--- config.mk ---
export PLATFORM = sky130hd
export DESIGN_NAME = word_serializer_flat
export DESIGN_NICKNAME = d
export VERILOG_FILES = /design/src/rtl/word_serializer_pkg.sv /design/src/rtl/word_serializer_if.sv /design/src/rtl/word_fifo.sv /design/src/rtl/word_serializer.sv /design/src/flat_wrapper.sv
export SDC_FILE = /design/constraint.sdc
export NUM_CORES = 1
export LEC_CHECK = 0
export ABC_AREA = 1
export CAP_MARGIN = 10
export CORE_MARGIN = 3
export CORE_UTILIZATION = 53
export DETAILED_ROUTE_END_ITERATION = 12
export MAX_ROUTING_LAYER = met4
export PLACE_DENSITY = 0.76
export SKIP_CTS_REPAIR_TIMING = 1
export SYNTH_ARGS = -nofsm -noshare
export SYNTH_HDL_FRONTEND = slang
export SYNTH_SLANG_ARGS = --single-unit
--- constraint.sdc ---
create_clock -name clk -period 2.44 [get_ports clk]
set_input_delay 0.732 -clock clk [delete_from_list [all_inputs] [get_ports clk]]
set_output_delay 0.732 -clock clk [all_outputs]
set_load 0.02 [all_outputs]
--- src/rtl/word_serializer_pkg.sv ---
// serializer_pkg: shared helpers and encodings for the word serializer slice.
//   clog2     - ceil(log2(v)), 0 for v<=1; constant-foldable for parameters
//   cntWidth  - symbol counter width for a given RATIO (at least 1 bit)
//   ORDER_MSB / ORDER_LSB - iMsbFirst encodings
package serializer_pkg;

    localparam logic ORDER_MSB = 1'b1;
    localparam logic ORDER_LSB = 1'b0;

    function automatic int clog2(input int v);
        int r;
        r = 0;
        for (int i = 0; i < 31; i++) begin
            if ((1 << i) < v) r = i + 1;
        end
        return r;
    endfunction

    function automatic int cntWidth(input int ratio);
        return (clog2(ratio) < 1) ? 1 : clog2(ratio);
    endfunction

endpackage

--- src/rtl/word_serializer_if.sv ---
// word_serializer_if: word-in / symbol-out handshake bundle.
//   master: producer of words + consumer of symbols (drives iData, iMsbFirst,
//           iValid, iFlush, oReady)
//   slave : the serializer (drives iReady, oData, oValid, oLast, oLevel)
interface word_serializer_if
    import serializer_pkg::*;
#(
    parameter int IN_W  = 32,
    parameter int OUT_W = 8,
    parameter int DEPTH = 4
);
    localparam int LVL_W = clog2(DEPTH) + 1;

    logic [IN_W-1:0]  iData;
    logic             iMsbFirst;
    logic             iValid;
    logic             iReady;
    logic             iFlush;
    logic [OUT_W-1:0] oData;
    logic             oValid;
    logic             oReady;
    logic             oLast;
    logic [LVL_W-1:0] oLevel;

    modport master (
        output iData, iMsbFirst, iValid, iFlush, oReady,
        input  iReady, oData, oValid, oLast, oLevel
    );

    modport slave (
        input  iData, iMsbFirst, iValid, iFlush, oReady,
        output iReady, oData, oValid, oLast, oLevel
    );

endinterface

--- src/rtl/word_fifo.sv ---
// word_fifo: DEPTH x W synchronous FIFO with flush and occupancy count.
//   clk, rst (async, active-low)
//   push/wData : write wData at the tail (caller guarantees not full)
//   pop        : drop the head (caller guarantees not empty)
//   flush      : empty the FIFO; overrides push/pop in the same cycle
//   rData      : current head entry (valid when count != 0)
//   count      : entries held, 0..DEPTH
module word_fifo
    import serializer_pkg::*;
#(
    parameter  int W     = 33,
    parameter  int DEPTH = 4,
    localparam int AW    = clog2(DEPTH)
) (
    input  logic         clk,
    input  logic         rst,
    input  logic         push,
    input  logic         pop,
    input  logic         flush,
    input  logic [W-1:0] wData,
    output logic [W-1:0] rData,
    output logic [AW:0]  count
);

    logic [W-1:0]  mem [DEPTH];
    logic [AW-1:0] wrPtr;
    logic [AW-1:0] rdPtr;

    // DEPTH is a power of two, so the pointers wrap naturally.
    always_ff @(posedge clk or negedge rst) begin
        if (!rst) begin
            wrPtr <= '0;
            rdPtr <= '0;
            count <= '0;
        end else if (flush) begin
            wrPtr <= '0;
            rdPtr <= '0;
            count <= '0;
        end else begin
            if (push) wrPtr <= wrPtr + 1'b1;
            if (pop)  rdPtr <= rdPtr + 1'b1;
            case ({push, pop})
                2'b10:   count <= count + 1'b1;
                2'b01:   count <= count - 1'b1;
                default: ;
            endcase
        end
    end

    always_ff @(posedge clk) begin
        if (push && !flush) mem[wrPtr] <= wData;
    end

    assign rData = mem[rdPtr];

endmodule

--- src/rtl/word_serializer.sv ---
// word_serializer: queues IN_W-bit words and emits them as RATIO = IN_W/OUT_W
// OUT_W-bit symbols, MS-first or LS-first per word.
//   clk, rst (async, active-low)
//   bus.slave : iData/iMsbFirst/iValid/iReady word input, iFlush,
//               oData/oValid/oReady/oLast symbol output, oLevel FIFO words
// The FIFO head is loaded into a shift stage as the previous word's last
// symbol is accepted, so back-to-back words stream without a bubble.
module word_serializer
    import serializer_pkg::*;
#(
    parameter int IN_W  = 32,
    parameter int OUT_W = 8,
    parameter int DEPTH = 4
) (
    input logic              clk,
    input logic              rst,
    word_serializer_if.slave bus
);

    localparam int RATIO = IN_W / OUT_W;
    localparam int CNT_W = cntWidth(RATIO);
    localparam int LVL_W = clog2(DEPTH) + 1;

    generate
        if ((IN_W % OUT_W) != 0 || RATIO < 2) begin : gBadRatio
            $error("word_serializer: IN_W must be a multiple of OUT_W with RATIO >= 2");
        end
        if (DEPTH < 2 || (DEPTH & (DEPTH - 1)) != 0) begin : gBadDepth
            $error("word_serializer: DEPTH must be a power of two >= 2");
        end
    endgenerate

    logic [LVL_W-1:0] level;
    logic [IN_W:0]    head;      // {msbFirst, word}
    logic [IN_W-1:0]  word;
    logic             msbFirst;
    logic [CNT_W-1:0] cnt;
    logic             accept;
    logic             pop;
    logic             push;

    // Symbol k of w in the requested order.
    function automatic logic [OUT_W-1:0] pick(input logic [IN_W-1:0] w,
                                              input logic msb,
                                              input logic [CNT_W-1:0] k);
        int sh;
        sh = (msb == ORDER_MSB) ? (RATIO - 1 - int'(k)) * OUT_W : int'(k) * OUT_W;
        return OUT_W'(w >> sh);
    endfunction

    // iReady depends on the registered level only (no path from oReady).
    assign bus.iReady = (level != LVL_W'(DEPTH));
    assign bus.oLevel = level;

    assign accept = bus.oValid && bus.oReady;
    assign pop    = (level != '0) && (!bus.oValid || (accept && bus.oLast)) && !bus.iFlush;
    assign push   = bus.iValid && bus.iReady && !bus.iFlush;

    word_fifo #(.W(IN_W + 1), .DEPTH(DEPTH)) uFifo (
        .clk   (clk),
        .rst   (rst),
        .push  (push),
        .pop   (pop),
        .flush (bus.iFlush),
        .wData ({bus.iMsbFirst, bus.iData}),
        .rData (head),
        .count (level)
    );

    always_ff @(posedge clk or negedge rst) begin
        if (!rst) begin
            word       <= '0;
            msbFirst   <= 1'b0;
            cnt        <= '0;
            bus.oValid <= 1'b0;
            bus.oData  <= '0;
            bus.oLast  <= 1'b0;
        end else if (bus.iFlush) begin
            cnt        <= '0;
            bus.oValid <= 1'b0;
            bus.oData  <= '0;
            bus.oLast  <= 1'b0;
        end else if (pop) begin
            word       <= head[IN_W-1:0];
            msbFirst   <= head[IN_W];
            cnt        <= '0;
            bus.oValid <= 1'b1;
            bus.oData  <= pick(head[IN_W-1:0], head[IN_W], '0);
            bus.oLast  <= 1'b0;
        end else if (accept) begin
            if (bus.oLast) begin
                // Drained with nothing queued: oData keeps the last symbol.
                cnt        <= '0;
                bus.oValid <= 1'b0;
                bus.oLast  <= 1'b0;
            end else begin
                cnt       <= cnt + 1'b1;
                bus.oData <= pick(word, msbFirst, cnt + 1'b1);
                bus.oLast <= ((cnt + 1'b1) == CNT_W'(RATIO - 1));
            end
        end
    end

endmodule

--- src/flat_wrapper.sv ---
// flat-port wrapper written by rule: the top's interface ports become plain ports
module word_serializer_flat import serializer_pkg::*;
#(
    parameter int IN_W  = 32,
    parameter int OUT_W = 8,
    parameter int DEPTH = 4
)
  (clk, rst, bus_iData, bus_iMsbFirst, bus_iValid, bus_iFlush, bus_oReady, bus_iReady, bus_oData, bus_oValid, bus_oLast, bus_oLevel);
  word_serializer_if #(.IN_W(IN_W), .OUT_W(OUT_W), .DEPTH(DEPTH)) bus_i ();
  input logic clk;
  input logic rst;
  input wire logic [$bits(bus_i.iData)-1:0] bus_iData;
  input wire logic [$bits(bus_i.iMsbFirst)-1:0] bus_iMsbFirst;
  input wire logic [$bits(bus_i.iValid)-1:0] bus_iValid;
  input wire logic [$bits(bus_i.iFlush)-1:0] bus_iFlush;
  input wire logic [$bits(bus_i.oReady)-1:0] bus_oReady;
  output wire logic [$bits(bus_i.iReady)-1:0] bus_iReady;
  output wire logic [$bits(bus_i.oData)-1:0] bus_oData;
  output wire logic [$bits(bus_i.oValid)-1:0] bus_oValid;
  output wire logic [$bits(bus_i.oLast)-1:0] bus_oLast;
  output wire logic [$bits(bus_i.oLevel)-1:0] bus_oLevel;
  assign bus_i.iData = bus_iData;
  assign bus_i.iMsbFirst = bus_iMsbFirst;
  assign bus_i.iValid = bus_iValid;
  assign bus_i.iFlush = bus_iFlush;
  assign bus_i.oReady = bus_oReady;
  assign bus_iReady = bus_i.iReady;
  assign bus_oData = bus_i.oData;
  assign bus_oValid = bus_i.oValid;
  assign bus_oLast = bus_i.oLast;
  assign bus_oLevel = bus_i.oLevel;
  word_serializer #(.IN_W(IN_W), .OUT_W(OUT_W), .DEPTH(DEPTH)) u_core (.clk(clk), .rst(rst), .bus(bus_i));
endmodule
After elaboration in Yosys (flattened, before gate mapping)
Memories as Yosys holds them, arrays and structs flattened.
Index checks and enable logic that the tools add are counted.
Cells by class
  eq/ne operators: 5
  muxes and demuxes: 26
  add/sub/neg operators: 6
  reductions and logical operators: 19
  bitwise operators: 1
  shifts and indexed selects: 2
Operators by type and width (count)
  32-bit by 32-bit right shift with 8-bit output: 2
  32-bit two-way mux: 1
  8-bit two-way mux: 4
  2-bit two-way mux: 8
  3-bit nonzero test: 4
  1-bit two-way mux: 10
  1-bit logical AND: 7
  2-bit by 1-bit adder with 2-bit output, second input constant: 3
  3-bit != test, second input constant: 2
  3-bit case mux with 2 select lines: 1
  2-bit AND reduction: 3
  5-bit two-way mux: 1
  2-bit equality test, second input constant: 2
  2-bit nonzero test: 2
  3-bit by 1-bit adder with 3-bit output, second input constant: 1
  3-bit two-way mux: 1
  2-bit by 2-bit subtractor with 3-bit output, first input constant: 1
  3-bit by 1-bit subtractor with 3-bit output, second input constant: 1
  2-bit by 1-bit equality test with 1-bit output, second input constant: 1
  1-bit logical NOT: 2
  1-bit logical OR: 1
  1-bit inverter: 1
Storage, ports and cells
  memory bits (writable): 132
  input port bits: 38
  output and inout port bits: 14
  memories: 1
  bits in registers: 52
Memories
  u_core.uFifo.mem: depth 4, width 33, rd ports 1, clocked after memory_dff 0, wr ports 1, line word_fifo.sv:25  | logic [W-1:0] mem [DEPTH];

Depth between registers and ports, before layout
Gate-level depths: netlist (run 1).
  depth after elaboration: 8
  gate-level depth with buffers: 11
  mapped depth without buffers: 11

Modules after synthesis
From an unflattened synthesis (run 1), not the netlist that was laid out.
Unflattened totals
  cells, all modules: 703
  area total of the unflattened synthesis: 7731.2 um2
Modules (own cells, without submodules)
  word_fifo: sequential area each 4139.0 um2, cells an instance 376, area an instance 5328.9 um2, instances 1
  word_serializer: sequential area each 1126.1 um2, cells an instance 327, area an instance 2402.3 um2, instances 1

Least setup slack after synthesis (run 1)
OpenSTA, ideal clock, no wires.
  path type: in2reg
  from: input port bus_iFlush
  to: memory u_core.uFifo.mem[0][0], enable pin
  arrival time: 2.564 ns
  slack: -0.547 ns
  stages: 3
  library setup time: 0.423 ns
  cells stage by stage: inv_1 nand3_1 nor2_1
Between the ends
  longest elaborated chain between the ends: 5
Ends and longest elaborated chain
  from (decl): line flat_wrapper.sv:15  | input wire logic [$bits(bus_i.iFlush)-1:0] bus_iFlush;
  1-bit logical NOT (*): line word_fifo.sv:51, word_serializer.sv:57
  1-bit logical AND: line word_serializer.sv:57  | assign push = bus.iValid && bus.iReady && !bus.iFlush;
  1-bit logical AND (*): line word_fifo.sv:51  | if (push && !flush) mem[wrPtr] <= wData;
  1-bit two-way mux (*): line word_fifo.sv:51
  1-bit two-way mux (not written as such) (*): line word_fifo.sv:51
  to (decl): line word_fifo.sv:25
Mark *: on every way between the ends. The rest lies on a longest branch, timed or not.

Worst setup path after layout (run 1)
  from: register u_core.uFifo.count[2]
  to: output port bus_oLevel[2]
RTL lines
  from (decl): line word_fifo.sv:22  | output logic [AW:0] count
  from (signal assigned): line word_fifo.sv:43  | 2'b10: count <= count + 1'b1;
  from (signal assigned): line word_fifo.sv:44  | 2'b01: count <= count - 1'b1;
  to (decl): line flat_wrapper.sv:21  | output wire logic [$bits(bus_i.oLevel)-1:0] bus_oLevel;
No word-level cell between the ends.

==> flow_metrics.tcl, run 1 <==
set metrics [dict create \
    endpoint_kind "output port" \
    min_period_ns 2.227 \
    yosysWarnings 0 \
    clk_path_buf_depth 2 \
    leakagePower_uw 0.003773 \
    coreArea_sq_um 14150 \
    layout_setup_ws_ns 0.2131 \
    placed_cell_area_sq_um 8625 \
    synth_area_sq_um 7791 \
    cts_max_level 4 \
    ys_seq_area_share_pct 67.58 \
    crit_required_ns 1.71 \
    synth_top_area_cell "edfxtp_1" \
    path_buf_inv 1 \
    hold_viol 0 \
    ys.flop_type "edfxtp_1" \
    slew_violations 0 \
    antenna_cells 0 \
    utilization_pct 64.90 \
    seqPwrFrac_pct 40.2 \
    drt-total-wl_mm 17.05 \
    wire_per_inst_um 17.24 \
    grt_pass1_wl_mm 27.50 \
    grt_max_degree 69 \
    cts_tree "done" \
    relSlewSlack_pct 53.29 \
    cts_root_buf "clkbuf_16" \
    routed_via_density 5.472 \
    synth_common_cells "236 x nand2_1, 132 x edfxtp_1, 80 x nand3_1" \
    synth.top_cells.by_area "edfxtp_1 51%, dfrtp_1 17%, nand2_1 11%" \
    track_usage_pct 22.78 \
    cp_cell_sequence "clkdlybuf4s50_1" \
    r2r_slack_ns 0.47 \
    cp-start-kind "flop" \
    design_area_sq_um 9184 \
    critPathMaxStageDelay_ns 0.64 \
    yosysUniqueCellTypes 29 \
    fp.dieArea_sq_um 16190 \
    drt_iter0_markers 427 \
    min_path_type "input port to asynchronous set/reset pin" \
    drtAntennaViolNets 0 \
    worstSkewPairLatency_ns 0.42 \
    power_density_nw_per_um2 1113 \
    crit_fanout 5 \
    overflow 0 \
    critPathKind "flop to output port" \
    placedCellCount 958 \
    switching_power_uw 3709 \
    first_global_vias 5456 \
    synth_edf_count 132 \
    stdcell_count 989 \
    vias 5412 \
    outcome "completed" \
    start_util_pct 55.06 \
    yosysMostFrequentCell "nand2_1" \
    rows 43 \
    pwr-share-clk_pct 25.5 \
    synthToLayoutAreaGrowth_pct 17.87 \
    comb_power_share_pct 34.3 \
    clk_pin_slew_ns 0.07 \
    die_x_um 127.2 \
    place_ws_ns -0.1371 \
    clock.fmax_mhz 449.1 \
    peakVddDrop_v 0.0006258 \
    cp_slowest_cell "clkdlybuf4s50_1" \
    post-route-drc-count 0 \
    period_share_pct 91.27 \
    drive_above_1_share_pct 8.776 \
    cp.arrival_ns 1.49 \
    max_slew.worst_pin.slew_ns 0.7006 \
    synth_area_per_cell_sq_um 10.57 \
    pin_count 52 \
    syn_nets 781 \
    io_buffers 51 \
    rsz0062_at_grt "false" \
    postSynth.asyncResetShare_pct 28.26 \
    p_sw_share_pct 36.27 \
    synth_top_area_share_pct 50.88 \
    synthCells 737 \
    worst_hold_slack_ns 0.3473 \
    drtPass1Iterations 5 \
    globalplace.congestion 0.9537 \
    fp.dieH_um 127.2 \
    internal_power_uw 6517 \
    dp_hpwl_mm 10.93 \
    numClockSinks 184 \
    finalSetupViolations 0 \
    drv_cap 0 \
    fill_cells 1074 \
    grt_antenna_before_repair 0 \
    path_delay_family "buffers and inverters" \
    fin_nets 841 \
    yosys_register_bits 184 \
    cts_buffers 17 \
    clock_skew_ns 0.009215 \
]
==> state kept, by name, summed over array words and instances (netlist names) <==
register	count
u_core.uFifo.mem	132
u_core.word	32
u_core.bus.oData	8
u_core.uFifo.count	3
u_core.cnt	2
u_core.uFifo.rdPtr	2
u_core.uFifo.wrPtr	2
u_core.bus.oLast	1
u_core.bus.oValid	1
u_core.msbFirst	1
==> cell usage in the layout, fill, tap and decap left out, types with 2 or more instances in the layout <==
| master | synthesis | layout |
|---|---|---|
| nand2_1 | 236 | 236 |
| edfxtp_1 | 132 | 132 |
| nand3_1 | 80 | 80 |
| inv_1 | 57 | 57 |
| o21ai_0 | 57 | 57 |
| dfrtp_1 | 52 | 51 |
| clkdlybuf4s50_1 | 0 | 49 |
| nor2_1 | 41 | 37 |
| clkbuf_16 | 0 | 17 |
| o22ai_1 | 16 | 16 |
| buf_4 | 8 | 15 |
| buf_12 | 0 | 9 |
| nor2_2 | 1 | 5 |
| ha_1 | 5 | 5 |
| a21oi_1 | 4 | 4 |
| o21ai_1 | 4 | 4 |
| inv_2 | 3 | 3 |
| nand2_2 | 3 | 3 |
| clkinv_1 | 0 | 3 |
| clkinv_2 | 0 | 3 |
| nand2_4 | 2 | 2 |
| inv_6 | 0 | 2 |
| bufinv_16 | 0 | 2 |
| clkinvlp_4 | 0 | 2 |
==> final cells by class <==
type | instances | area, sq um | area share, %
inverter | 60 | 225.2 | 2.452
multi-input combinational | 459 | 2110 | 22.97
tap | 180 | 225.2 | 2.452
clock inverter | 13 | 127.6 | 1.390
sequential | 184 | 5266 | 57.34
timing repair buffer | 75 | 800.8 | 8.719
clock buffer | 18 | 429.2 | 4.673
==> logic make-up (layout without fill, tap and decap cells) <==
group                      Yosys count  count (layout)  synth area share (%)
xor gates and xnor gates             3               3                0.5301
AOI/OAI and AO/OA                   84              84                 5.733
adders and majority gates            6               6                 1.060
buffers and inverters               94             166                 5.476
and+or+nand+nor                    366             366                 19.62
DFF                                184             184                 67.58
==> worst paths after layout <==
kind,depth (start not counted),end,from
max,1,bus_oLevel[2],u_core.uFifo.count[2]
min,1,u_core.uFifo.count[0],rst
max reg2reg,10,u_core.uFifo.count[2],u_core.uFifo.count[0]
min reg2reg,2,u_core.bus.oData[2],u_core.bus.oData[2]
max in group asynchronous,2,u_core.word[14],rst
min in group clk,2,u_core.bus.oData[2],u_core.bus.oData[2]
==> metal layers <==
layer / share of wire [%] / up-vias / global-route usage, %
li1: - / 2583 / -
met1: 43 / 2635 / 28.48
met2: 50 / 164 / 37.08
met3: 4.2 / 30 / 4.222
met4: 2.3 / 0 / 9.211
met5: 0 / - / -
==> power groups by stage <==
stage,combinational [uW],clock [uW],sequential [uW]
after floorplan,2400,0,4160
after global placement,3380,0,4140
after detailed placement,3480,0,4160
after CTS,3520,2640,4100
after global routing,3940,2770,4150
final,3510,2610,4110
==> per-stage QoR <==
stage | total power, uW | TNS, ns
6_report | 10230 | 0
5_1_grt | 10860 | 0
4_1_cts | 10260 | -0.09555
3_5_place_dp | 7634 | -0.1371
3_3_place_gp | 7524 | -0.08656
2_1_floorplan | 6566 | -8.942
Note: power is estimated with default switching activity, not from simulation.
==> run 2, diff against run 1 <==
- CORE_UTILIZATION: 53 -> 59
- PLACE_DENSITY: 0.76 -> 0.78
- clock period: 2.44 -> 2.3 ns (I/O delays scaled with it)
==> flow_metrics.tcl, run 2 (same netlist as run 1, synthesis figures left out) <==
set metrics [dict create \
    cp.arrival_ns 1.50 \
    cts_tree "done" \
    wl_met2_mm 8.408 \
    outcome "completed" \
    drtAntennaViolNets 0 \
    final_cell_mix "236 x nand2_1, 132 x edfxtp_1, 80 x nand3_1" \
    fp.dieH_um 120.9 \
    clk_pin_slew_ns 0.07 \
    clk_path_buf_depth 2 \
    period_share_pct 95.07 \
    pin_count 52 \
    path_delay_family "buffers and inverters" \
    worstSkewPairLatency_ns 0.43 \
    numClockSinks 184 \
    drive_above_1_share_pct 9.594 \
    cts_root_buf "clkbuf_16" \
    crit_required_ns 1.61 \
    fin_nets 844 \
    leakagePower_uw 0.003789 \
    rsz0062_at_grt "false" \
    largest_reg_flops 132 \
    grt_antenna_before_repair 0 \
    drt_iter0_markers 537 \
    path_buf_inv 1 \
    start_util_pct 61.00 \
    critPathMaxStageDelay_ns 0.64 \
    routed.top_layer "met4" \
    overflow 0 \
    worst_hold_slack_ns 0.1635 \
    cp_cell_sequence "clkdlybuf4s50_1" \
    wl_met1_mm 7.136 \
    power_density_nw_per_um2 1174 \
    dp_hpwl_mm 11.04 \
    endpoint_kind "output port" \
    slew_violations 0 \
    cp_slowest_cell "clkdlybuf4s50_1" \
    fp.dieArea_sq_um 14620 \
    io_buffers 51 \
    vias 5468 \
    r2r_slack_ns 0.40 \
    reg_top3 "u_core.uFifo.mem: 132 flops, u_core.word: 32 flops, u_core.bus.oData: 8 flops" \
    rows 41 \
    regMostFlops "u_core.uFifo.mem" \
    placed_cell_area_sq_um 8650 \
    min_period_ns 2.187 \
    peakVddDrop_v 0.0007234 \
    antenna_cells 0 \
    drtPass1Iterations 5 \
    crit_fanout 5 \
    min_path_type "input port to asynchronous set/reset pin" \
    grt_max_degree 48 \
    cp-start-kind "flop" \
    critPathKind "flop to output port" \
    design_area_sq_um 9206 \
    die_x_um 120.9 \
    cts_max_level 4 \
    drv_cap 0 \
    clock.fmax_mhz 457.3 \
    synthToLayoutAreaGrowth_pct 18.16 \
    grt_pass1_wl_mm 27.55 \
    fill_cells 886 \
    layout_commonest_cell "nand2_1" \
    first_global_vias 5491 \
    drt-total-wl_mm 17.01 \
    globalplace.congestion 0.9621 \
    fin_tns_setup_ns 0 \
    post-route-drc-count 0 \
    clock_skew_ns 0.008241 \
    track_usage_pct 25.69 \
    routed_via_density 5.551 \
    cts_buffers 17 \
    max_slew.worst_pin.slew_ns 0.6473 \
    met3WireLength_um 976 \
    relSlewSlack_pct 56.78 \
    hold_viol 0 \
    finalSetupViolations 0 \
    coreArea_sq_um 12770 \
    wire_per_inst_um 17.27 \
]
[run 2: stage by stage]
step | cells | utilization, % | setup WS [ns] | power, uW
finish | 985 | 72.07 | 0.1135 | 10810
global route | 985 | 72.07 | 0.03011 | 11510
CTS | 985 | 72.05 | -0.1739 | 10850
detailed placement | 953 | 67.71 | -0.1747 | 8115
global placement | 953 | 67.71 | -0.1432 | 8001
floorplan | 737 | - | -0.1657 | 6965
[run 2: final timing paths]
kind / start / end / cells past startpoint
hold reg to reg: u_core.bus.oData[4] / u_core.bus.oData[4] / 2
hold / removal: rst / u_core.bus.oData[0] / 1
min in group clk: u_core.bus.oData[4] / u_core.bus.oData[4] / 2
setup / recovery: u_core.uFifo.count[0] / bus_oLevel[0] / 1
setup reg to reg: u_core.uFifo.count[0] / u_core.uFifo.count[2] / 10
max in group asynchronous: rst / u_core.uFifo.rdPtr[0] / 2
[run 2: report_power, final]
| group | internal [uW] | switching (uW) |
|---|---|---|
| sequential | 4080 | 254 |
| combinational | 1280 | 2480 |
| clock | 1490 | 1220 |
| total | 6850 | 3960 |
[run 2: per-layer routing]
layer	vias up	global-route usage (%)
li1	2588	-
met1	2655	32.26
met2	191	41.13
met3	34	5.455
met4	0	10.69
met5	-	-
[run 2: layout make-up]
type	count	area, sq um	area share [%]
flip-flops and latches	184	5266	57.20
multi-input cells	459	2110	22.91
repair buffers	78	835.8	9.079
clock buffers	18	429.2	4.662
inverters	60	225.2	2.446
well taps	172	215.2	2.338
clock inverters	14	125.1	1.359
==> edit 1 (settings of run 1) <==
Reset style: synchronous (`rst`), changed in 2 clocked blocks. Comments in the files are not updated.
--- a/src/rtl/word_fifo.sv
+++ b/src/rtl/word_fifo.sv
@@ -27,7 +27,7 @@
     logic [AW-1:0] rdPtr;
 
     // DEPTH is a power of two, so the pointers wrap naturally.
-    always_ff @(posedge clk or negedge rst) begin
+    always_ff @(posedge clk) begin
         if (!rst) begin
             wrPtr <= '0;
             rdPtr <= '0;
--- a/src/rtl/word_serializer.sv
+++ b/src/rtl/word_serializer.sv
@@ -67,7 +67,7 @@
         .count (level)
     );
 
-    always_ff @(posedge clk or negedge rst) begin
+    always_ff @(posedge clk) begin
         if (!rst) begin
             word       <= '0;
             msbFirst   <= 1'b0;
Check against the original RTL: differs if rst is asserted again (counterexample within 4 cycles, from zero or initial values and one cycle with rst low); with rst held inactive, the same outputs for 10 cycles.
==> edit 1 against run 1 <==
Maximum frequency decreased by 1.5%; synthesized area shrank 2.9%; setup slack got worse by 0.034 ns; design area down 2.4%; first-iteration DRC count down 1.2%; sequential cell count increased by 2; critical path depth is 11 higher; routed wire length decreased by 4.7%.
Power is not compared: it rests on default switching activity, and its combinational part moved more than twofold at a synthesized area within 25%.
==> edit 1: results (changes against run 1) <==
run_status: "completed"  # unchanged
globalplace.congestion: 0.881  # was 0.954
groute.usage.overall: 0.220  # was 0.228
skew_ns: 0.00733  # was 0.00922 ns
async_reset_ff_frac: 0  # was 0.283
yosys_warnings: 0  # unchanged
r2r_setup_slack_ns: 0.48
hold_depth: 2
synth_common_cells: "nand2_1 (158), edfxtp_1 (132), nand3_1 (86)"  # was nand2_1 (236), edfxtp_1 (132), nand3_1 (80)
grt_max_degree: 47  # was 69
worst_pin_slew_ns: 0.438  # was 0.701 ns
root_buffer: "clkbuf_16"  # unchanged
clk_pin_slew_ns: 0.07  # about the same
grt_antenna_before_repair: 0  # unchanged
vias: 5286  # was 5412
grt_pass1_vias: 5353  # was 5456
r2r_cells: 9  # was 10
power_leakage_nw: 3.36
hold_slack_ns: 0.461  # was 0.347 ns
firstDrtPassIters: 6  # was 5
htree_levels: 4  # unchanged
vdd_ir_drop_max_mv: 0.530
ys_seq_area_frac: 0.667  # was 0.676
drt_wl_total_um: 16200  # was 17000 µm
overflow: 0  # unchanged
detailed_place_hpwl_um: 10300  # was 10900 µm
hold_path.class: "flop to flop"  # was input port to asynchronous set/reset pin
dr.first_iter.drc_count: 422  # was 427
portBuffers: 51  # unchanged
yosys-top-cells-area: "edfxtp_1 (52%), dfxtp_1 (14%), nand2_1 (7.8%), nand3_1 (5.7%), o21ai_0 (3.8%)"  # was edfxtp_1 (51%), dfrtp_1 (17%), nand2_1 (11%), nand3_1 (5.1%), o21ai_0 (3.7%)
yosys_most_used_dff: "edfxtp_1"  # unchanged
ys_types: 28  # was 29
synth_edf_count: 132  # unchanged
dp_slack_ns: -0.255  # was -0.137 ns
grt_pass1_wl_um: 26400  # was 27500 µm
fmax_mhz: 442  # was 449 MHz
syn_nets: 766  # was 781
cts_buffer_depth: 2  # unchanged
antenna_cells: 0  # unchanged
top_regs: "u_core.uFifo.mem (132), u_core.word (32), u_core.bus.oData (8)"  # unchanged
nNetsFinal: 822  # was 841
cts_made_buffers: 17  # unchanged
drv_cap: 0  # unchanged
drive_above_1_share: 0.101  # was 0.0878
worst_skew_pair.late_latency_ns: 0.43
cp_max_fo: 2  # was 5
[edit 1: changes by cell type after synthesis, moves of 6 or more]
cell / change
nand2_1: -78
dfxtp_1: +54
dfrtp_1: -52
o21ai_1: +10
nand3_1: +6
inv_1: -8
a21oi_1: +39
[edit 1: stage by stage]
stage	instance area [µm²]	setup TNS [ns]	cells
after global routing	8970	0	970
after detailed placement	8360	-4.97	938
after floorplan	7580	-28.16	721
after CTS	8960	0	970
after global placement	8360	-3.54	938
final	8970	0	970
[edit 1: path summary, 6_finish.rpt]
check,startpoint,to
worst max register to register,u_core.cnt[0]$_SDFFE_PP0N_,u_core.bus.oData[5]$_SDFFE_PP0P_
worst min-delay path,u_core.word[16]$_SDFFE_PN0P_,u_core.word[16]$_SDFFE_PN0P_
worst min register to register,u_core.word[16]$_SDFFE_PN0P_,u_core.word[16]$_SDFFE_PN0P_
worst max-delay path,bus_oReady,u_core.uFifo.count[2]$_SDFFE_PP0P_
[edit 1: cells by family after synthesis]
family | synth area share
AND/OR/NAND/NOR | 0.171
buffers and inverters | 0.0551
AO/OA/AOI/OAI | 0.0903
XOR/XNOR | 0.00430
adder cells (fa/ha/maj) | 0.0126
flip-flops | 0.667
[edit 1: cell type report]
cell class	instances	area, µm²
multi-input combinational	442	2120
inverter	55	209
sequential	186	5050
fill	1057	4970
clock buffer	17	425
timing repair buffer	75	768
tap	180	225
clock inverter	15	178
[edit 1: where the power goes]
group          switching [mW]  internal, mW  leakage (nW)
Clock                    1.23          1.55         0.299
Combinational           0.279         0.183          1.43
Sequential             0.0327          3.46          1.64
[edit 1: layer usage]
layer	share of wire	up-vias	wire length, µm	global-route usage
met5	0	-	0	-
met4	0.016	0	265	0.0740
met3	0.063	24	1030	0.0470
met1	0.42	2489	6760	0.271
li1	-	2581	-	-
met2	0.50	192	8180	0.363
[edit 1: worst max-delay path, stage by stage]
cell and delay [ns]:
clkdlybuf4s50_1 0.48, nand2_1 0.06, nand2_1 0.08, nand2_1 0.08, nor2_2 0.10, ha_1 0.15
inv_1 0.06, fa_1 0.37, a21oi_1 0.15, o21ai_0 0.11, o21ai_0 0.16, a21oi_1 0.05
==> edit 2 (flow settings as in run 1) <==
Without the edit above. `IN_W` is set to 32 in 3 places; all go to 16.
--- a/src/rtl/word_serializer_if.sv
+++ b/src/rtl/word_serializer_if.sv
@@ -5,7 +5,7 @@
 interface word_serializer_if
     import serializer_pkg::*;
 #(
-    parameter int IN_W  = 32,
+    parameter int IN_W  = 16,
     parameter int OUT_W = 8,
     parameter int DEPTH = 4
 );
--- a/src/rtl/word_serializer.sv
+++ b/src/rtl/word_serializer.sv
@@ -8,7 +8,7 @@
 module word_serializer
     import serializer_pkg::*;
 #(
-    parameter int IN_W  = 32,
+    parameter int IN_W  = 16,
     parameter int OUT_W = 8,
     parameter int DEPTH = 4
 ) (
--- a/src/flat_wrapper.sv
+++ b/src/flat_wrapper.sv
@@ -1,7 +1,7 @@
 // flat-port wrapper written by rule: the top's interface ports become plain ports
 module word_serializer_flat import serializer_pkg::*;
 #(
-    parameter int IN_W  = 32,
+    parameter int IN_W  = 16,
     parameter int OUT_W = 8,
     parameter int DEPTH = 4
 )
Interface: changed (resized bus_iData); port bits go from 52 to 36. The function was not compared with the original's and may differ.
==> edit 2 against run 1 <==
Routed wire length fell by 48%; sequential cell count fell by 82; cell count fell by 34%; setup slack improved by 0.0057 ns; design area fell by 42%; total power fell by 47%; register-to-register slack barely moved; synthesized area fell by 41%; critical path type is now input port to flop; largest cell class unchanged; highest routed layer unchanged.
==> edit 2: results (changes against run 1) <==
top_regs: "u_core.uFifo.mem (68), u_core.word (16), u_core.bus.oData (8)"  # was u_core.uFifo.mem (132), u_core.word (32), u_core.bus.oData (8)
vias: 3261  # was 5412
globalRouteMet2Util: 0.313  # was 0.371
met3_usage: 0.0526  # was 0.0422
detailed_place_hpwl_um: 5930  # was 10900 µm
crit_path_end: "u_core.uFifo.count[2]$_DFFE_PN0P_"  # was bus_oLevel[2]
portBuffers: 35  # was 51
power_leakage_nw: 2.47  # was 3.77 nW
run_status: "completed"  # unchanged
clkPwrFrac: 0.184  # was 0.255
worst_skew_pair.late_latency_ns: 0.37  # was 0.42 ns
async_reset_ff_frac: 0.333  # was 0.283
grt_max_degree: 35  # was 69
hold_slack_ns: 0.485  # was 0.347 ns
placed_cells: 639  # was 958
r2r_cells: 13  # was 10
globalplace.congestion: 0.854  # was 0.954
yosys-top-cells-area: "edfxtp_1 (44%), dfrtp_1 (18%), nand2_1 (18%), nand3_1 (4.5%), inv_1 (4.3%)"  # was edfxtp_1 (51%), dfrtp_1 (17%), nand2_1 (11%), nand3_1 (5.1%), o21ai_0 (3.7%)
p_seq_mw: 2.34  # was 4.11 mW
skew_ns: 0.0153  # was 0.00922 ns
vdd_ir_drop_max_mv: 0.452  # was 0.626 mV
hold_path.class: "flop to flop"  # was input port to asynchronous set/reset pin
synth_edf_count: 68  # was 132
htree_levels: 3  # was 4
syn_inst: 497  # was 737
synth_common_cells: "nand2_1 (220), edfxtp_1 (68), inv_1 (53)"  # was nand2_1 (236), edfxtp_1 (132), nand3_1 (80)
switchingPower_mw: 2.13  # was 3.71 mW
dr.first_iter.drc_count: 197  # was 427
groute.usage.overall: 0.198  # was 0.228
cp.arrival_ns: 2.48  # was 1.49 ns
switching_share: 0.396  # was 0.363
slowest_delay_ns: 0.48  # was 0.64 ns
met1_usage: 0.250  # was 0.285
post_dp_cell_area_mm2: 0.00516  # was 0.00862 mm²
root_buffer: "clkbuf_8"  # was clkbuf_16
via_per_inst: 4.98  # was 5.47
syn_nets: 524  # was 781
crit_path_start: "bus_iFlush"  # was u_core.uFifo.count[2]$_DFFE_PN0P_
drive_above_1_share: 0.0818  # was 0.0878
ys_types: 24  # was 29
setup_ws_ns: 0.219  # was 0.213 ns
ys_seq_area_frac: 0.629  # was 0.676
edit 2: per-layer routing:
| layer | share of wire | wire length, µm |
|---|---|---|
| met1 | 0.45 | 4020 |
| met2 | 0.47 | 4200 |
| met3 | 0.064 | 576 |
| met4 | 0.016 | 145 |
| met5 | 0 | 0 |
edit 2: cell type report:
type / instances / area [µm²]
Tap cell: 105 / 131
Sequential cell: 102 / 2890
Inverter: 58 / 236
Clock buffer: 9 / 124
Multi-Input combinational cell: 322 / 1370
Timing Repair Buffer: 52 / 531
Fill cell: 657 / 3000
Clock inverter: 7 / 56.3
edit 2: cells by family after synthesis:
family / synth area share
AND/OR/NAND/NOR: 0.259
flip-flops: 0.629
buffers and inverters: 0.0732
AO/OA/AOI/OAI: 0.0220
adder cells (fa/ha/maj): 0.0152
XOR/XNOR: 0.00190
